File: src/rtl/layer_sequencer.sv
// Layer sequencer: walks a two-word-per-layer descriptor list and drives the
// convolution accelerator's start/mode/w8/finish handshake one layer at a time.
module layer_sequencer #(
  parameter int unsigned DESC_AW = 8,
  parameter int unsigned TIMEOUT = 1048576
) (
  input  logic               clk,
  input  logic               rstn,
  input  logic               go,
  input  logic [DESC_AW-1:0] base_addr,
  input  logic [7:0]         num_layers,
  output logic               busy,
  output logic               done,
  output logic               err,
  output logic [7:0]         layer_idx,
  output logic               desc_cs,
  output logic [DESC_AW-1:0] desc_addr,
  input  logic [31:0]        desc_rdata,
  output logic [3:0]         acc_mode,
  output logic               acc_start,
  output logic [31:0]        acc_w8,
  input  logic               acc_finish
);

  localparam logic [2:0] StIdle   = 3'd0;
  localparam logic [2:0] StFetch0 = 3'd1;
  localparam logic [2:0] StFetch1 = 3'd2;
  localparam logic [2:0] StLatch  = 3'd3;
  localparam logic [2:0] StStart  = 3'd4;
  localparam logic [2:0] StRun    = 3'd5;
  localparam logic [2:0] StNext   = 3'd6;
  localparam logic [2:0] StDone   = 3'd7;

  // Accelerator mode bit indices
  localparam logic [1:0] IdleMode    = 2'd0;
  localparam logic [1:0] Conv3x3Mode = 2'd1;
  localparam logic [1:0] Conv1x1Mode = 2'd2;
  localparam logic [1:0] MaxPoolMode = 2'd3;

  localparam int unsigned WdW = (TIMEOUT > 2) ? $clog2(TIMEOUT) : 1;
  localparam logic [WdW-1:0] WdLast = WdW'(TIMEOUT - 1);

  logic [2:0]         state_q, state_d;
  logic [DESC_AW-1:0] ptr_q, ptr_d;
  logic [7:0]         nl_q, nl_d;
  logic [1:0]         op_q, op_d;
  logic [WdW-1:0]     wd_q, wd_d;
  logic [7:0]         idx_q, idx_d;
  logic               err_q, err_d;
  logic [31:0]        w8_q, w8_d;

  logic               busy_q, busy_d;
  logic               done_q, done_d;
  logic               cs_q, cs_d;
  logic [DESC_AW-1:0] addr_q, addr_d;
  logic [3:0]         mode_q, mode_d;
  logic               start_q, start_d;
  logic [3:0]         layer_mode;

  always_comb begin
    layer_mode = '0;
    unique case (op_q)
      2'd0:    layer_mode[Conv3x3Mode] = 1'b1;
      2'd1:    layer_mode[Conv1x1Mode] = 1'b1;
      2'd2:    layer_mode[MaxPoolMode] = 1'b1;
      default: layer_mode[IdleMode]    = 1'b1;
    endcase
  end

  always_comb begin
    state_d = state_q;
    ptr_d   = ptr_q;
    nl_d    = nl_q;
    op_d    = op_q;
    wd_d    = wd_q;
    idx_d   = idx_q;
    err_d   = err_q;
    w8_d    = w8_q;
    case (state_q)
      StIdle: begin
        if (go) begin
          err_d   = 1'b0;
          idx_d   = 8'd0;
          ptr_d   = base_addr;
          nl_d    = num_layers;
          state_d = (num_layers == 8'd0) ? StDone : StFetch0;
        end
      end
      StFetch0: state_d = StFetch1;
      StFetch1: begin
        op_d    = desc_rdata[1:0];
        state_d = StLatch;
      end
      StLatch: begin
        w8_d = desc_rdata;
        if (op_q == 2'd3) begin
          err_d   = 1'b1;
          state_d = StDone;
        end else begin
          state_d = StStart;
        end
      end
      StStart: begin
        wd_d    = '0;
        state_d = StRun;
      end
      StRun: begin
        // Finish wins over a watchdog expiring in the same cycle
        if (acc_finish) begin
          state_d = StNext;
        end else if (wd_q == WdLast) begin
          err_d   = 1'b1;
          state_d = StDone;
        end else begin
          wd_d = wd_q + 1'b1;
        end
      end
      StNext: begin
        if (idx_q == nl_q - 8'd1) begin
          state_d = StDone;
        end else begin
          idx_d   = idx_q + 8'd1;
          ptr_d   = ptr_q + DESC_AW'(2);
          state_d = StFetch0;
        end
      end
      StDone:  state_d = StIdle;
      default: state_d = StIdle;
    endcase
  end

  // Outputs are registered from the next state so they line up with it
  always_comb begin
    busy_d  = (state_d != StIdle) && (state_d != StDone);
    done_d  = (state_d == StDone);
    start_d = (state_d == StStart);
    cs_d    = (state_d == StFetch0) || (state_d == StFetch1);
    addr_d  = addr_q;
    if (state_d == StFetch0) begin
      addr_d = ptr_d;
    end else if (state_d == StFetch1) begin
      addr_d = ptr_q + DESC_AW'(1);
    end
    mode_d = 4'b0001;
    if ((state_d == StStart) || (state_d == StRun) || (state_d == StNext)) begin
      mode_d = layer_mode;
    end
  end

  always_ff @(posedge clk) begin
    if (!rstn) begin
      state_q <= StIdle;
      ptr_q   <= '0;
      nl_q    <= '0;
      op_q    <= '0;
      wd_q    <= '0;
      idx_q   <= '0;
      err_q   <= 1'b0;
      w8_q    <= '0;
      busy_q  <= 1'b0;
      done_q  <= 1'b0;
      cs_q    <= 1'b0;
      addr_q  <= '0;
      mode_q  <= 4'b0001;
      start_q <= 1'b0;
    end else begin
      state_q <= state_d;
      ptr_q   <= ptr_d;
      nl_q    <= nl_d;
      op_q    <= op_d;
      wd_q    <= wd_d;
      idx_q   <= idx_d;
      err_q   <= err_d;
      w8_q    <= w8_d;
      busy_q  <= busy_d;
      done_q  <= done_d;
      cs_q    <= cs_d;
      addr_q  <= addr_d;
      mode_q  <= mode_d;
      start_q <= start_d;
    end
  end

  assign busy      = busy_q;
  assign done      = done_q;
  assign err       = err_q;
  assign layer_idx = idx_q;
  assign desc_cs   = cs_q;
  assign desc_addr = addr_q;
  assign acc_mode  = mode_q;
  assign acc_start = start_q;
  assign acc_w8    = w8_q;

endmodule

File: config.mk
export PLATFORM = sky130hd
export DESIGN_NAME = layer_sequencer
export DESIGN_NICKNAME = d
export VERILOG_FILES = /design/src/rtl/layer_sequencer.sv
export SDC_FILE = /design/constraint.sdc
export NUM_CORES = 1
export LEC_CHECK = 0
export ABC_AREA = 1
export BUFFER_PORTS_ARGS = -buffer_cell sky130_fd_sc_hd__buf_2
export CORE_ASPECT_RATIO = 0.75
export CORE_MARGIN = 2
export CORE_UTILIZATION = 49
export CTS_CLUSTER_DIAMETER = 40
export DETAILED_ROUTE_END_ITERATION = 8
export HOLD_SLACK_MARGIN = 0.08
export PLACE_DENSITY = 0.76
export SYNTH_ARGS = -nofsm -noshare
export SYNTH_HDL_FRONTEND = slang
export SYNTH_SLANG_ARGS = --single-unit
File: constraint.sdc
create_clock -name clk -period 1.8 [get_ports clk]
set_input_delay 0.45 -clock clk [delete_from_list [all_inputs] [get_ports clk]]
set_output_delay 0.45 -clock clk [all_outputs]
set_load 0.01 [all_outputs]
==> metrics.txt <==
outcome finished, violations left; failing checks negative setup slack; CTS clk-pin slew, worst paths 70 ps; CTS tree done; Die X approximately 120 um; hold path startpoint desc_rdata[17]; Non-Filler Instances roughly 1000; core footprint about 9700 um^2; max-slew violation total from the final report 0; vias in the first global route around 5000; wire per inst 13.7 um; die height 90.8 um; Cell Count Post-Placement 981; register area 1970 um^2; Setup WS pre-CTS -282 ps; Syn. warnings 0; Num CTS Buffers 9; RePlAce Congestion 0.889; Initial Utilization 50.7%; peak supply drop 0.557 mV; Initial DRC Count roughly 220; Worst setup SP type register; clock sink count 98; initial antenna violation count 0; PortBufs between 100 and 150; critical path fanouts, max 11; clk_skew 10.0 ps; Setup TNS Final -5190 ps; Arrival @ worst endpoint 2320 ps; largest net degree at the start of global routing 37; Ant. Diodes 0; Reg2Reg Launch Point nl_q[1]; fin nets 930; multi-input combinational cell area 2770 um^2; Worst Path Class, Setup register to register; DRT Pass-1 Iters 9; crit path setup slack, layout -269 ps; via count 5180; die area 10900 um^2; ratio of cells with drive above 1 in the final layout 35.1%; CTS Hold Buffers Added 0; Fin. Hold Viols 0; Synth Cell Area 4920 um^2; global route total overflow 0; worst endpoint required time a little over 2000 ps; Netlist cell types 49; Synth Area per Inst a little over 7 um^2; Worst Hold Path Cells 3; fmax 483 MHz; ANT nets after route 0; total wire length 13800 um; Ports 109; Post-Syn Instances 693; worst-skew pair later-pin latency about 350 ps; Final setup viols 42; Final min period 2070 ps; leakage 3.18 nW; Seq/Total Area, Yosys around two fifths; final core utilization 69.7%; Layout area overhead 37.3%; drt drc 0; setup slack on the worst flop-to-flop path -270 ps; vias per cell a little over 5; syn_nets 750; Filler cells 790; pwr dens 933 nW/um^2; unrepaired setup endpoints after global routing yes; max_slew headroom 58.6%; Worst Hold Class input pin to register; Crit. End Element register; first-pass GRT wire length 22500 um; R2R depth 18; HPWL after DPL 9710 um; Root Buffer clkbuf_16; worst hold endpoint acc_w8[17]; Tightest Pin Transition 620 ps; max_cap viols 0; total global-route track usage approximately a quarter; CTS Buffer Depth 2; FF-to-FF End desc_addr[0]; Final period util 115%; H-tree depth 3; # rows 31; FF+latch count, synth just under 100
Yosys cell counts (all sizes together):
cell	n	area (um^2)
nor3	22	126
buf	8	46.3
a21oi	29	153
o21bai	2	15.0
o21ba	1	10.0
inv	81	304
ha	5	62.6
nand2	137	552
nand3	45	268
a221oi	1	8.76
nand4	9	77.6
nand3b	3	35.0
o22ai	1	6.26
or2	2	12.5
clkbuf	14	52.6
nor3b	4	30.0
a31o	2	17.5
o21ai	57	289
a22oi	6	45.0
and3	1	6.26
a211oi	4	30.0
xnor2	4	35.0
nor2	128	547
dfxtp	98	1960
xor2	14	123
o21a	2	15.0
o31ai	2	15.0
nor4	3	25.0
a31oi	8	50.1
power by group:
| group | leakage (nW) | total, mW | switching, mW | internal (mW) |
|---|---|---|---|---|
| clock | 0.159 | 2.06 | 0.884 | 1.18 |
| sequential | 0.799 | 2.48 | 0.128 | 2.35 |
| combinational | 2.23 | 1.76 | 1.02 | 0.744 |
placed cells by master (no fill, tap or decap), types with 9 or more instances in the layout:
cell type  instances
clkbuf_16          9
buf_4             72
o21ai_1           11
a21oi_2            9
nor2_1           113
a21oi_1           20
buf_2            108
inv_1             64
nand3_1           37
nand2_2           19
nand2_1          112
o21ai_0           44
xor2_1            14
nor3_1            17
inv_2             16
dfxtp_1           93
how the worst max path moves through the flow:
stage	start	endpoint	slack, ps	depth (start not counted)
2_1_floorplan	nl_q[1]	desc_addr[1]	-180	18
3_3_place_gp	nl_q[1]	desc_addr[0]	-230	18
3_5_place_dp	nl_q[1]	desc_addr[0]	-280	18
4_1_cts	nl_q[1]	desc_addr[0]	-230	18
5_1_grt	nl_q[1]	desc_addr[6]	-490	18
6_report	nl_q[1]	desc_addr[0]	-270	18
critical path: stages (launching register included):
cell	delay [ps]
dfxtp_2	340
inv_2	50
ha_4	260
inv_2	30
nand2_1	50
nand2_1	60
nor2_2	130
nand2_1	60
nor2_1	90
nand2_1	90
nor2_4	120
nand3_4	120
nand4_4	130
nor2_8	50
nor2_4	90
buf_12	140
nand2_1	50
nand2_1	50
nor2_1	40
per-layer routing:
layer  track usage, %  up-vias  wire length (um)
met1             32.7     2361              6140
met2             41.8      187              6500
met4             8.04        0               198
li1                 -     2613                 -
met5                0        -                 0
met3             6.00       19              1010
cells by family (layout without fill, tap and decap cells):
kind of cell	after synthesis	in the layout	synth area share, %
AND/OR/NAND/NOR	354	354	34.1
AO/OA/AOI/OAI	115	115	13.3
buffers and inverters	103	288	8.19
flip-flops	98	98	39.9
XOR/XNOR	18	18	3.21
adder cells (fa/ha/maj)	5	5	1.27
area by class of cell:
class                      instances  share of cell area, %
multi-input combinational        492                   41.0
sequential                        98                   29.1
timing repair buffer             191                   18.2
inverter                          81                   4.57
clock buffer                      11                   3.74
tap                              132                   2.44
clock inverter                     5                   1.00
registers in the layout (all words and copies together) (netlist names):
register   cells
busy           1
nl_q           8
state_q        3
desc_cs        1
wd_q          20
layer_idx      8
err            1
ptr_q          8
done           1
op_q           2
acc_w8        32
acc_mode       4
acc_start      1
desc_addr      8
per-stage QoR:
step / hold WS [ps] / cell area [um^2] / power, mW
floorplan: 442 / 4930 / 3.61
global placement: 458 / 6080 / 4.16
detailed placement: 463 / 6080 / 4.20
CTS: 337 / 6520 / 6.29
global route: 345 / 6760 / 6.68
finish: 343 / 6760 / 6.30
repair_timing:
item                       in CTS  in global routing
pin swaps                      11                 23
gates resized for setup        24                 47
setup endpoints to repair      49                 52
buffers inserted                6                  9
Note: power is estimated with default switching activity, not from simulation.
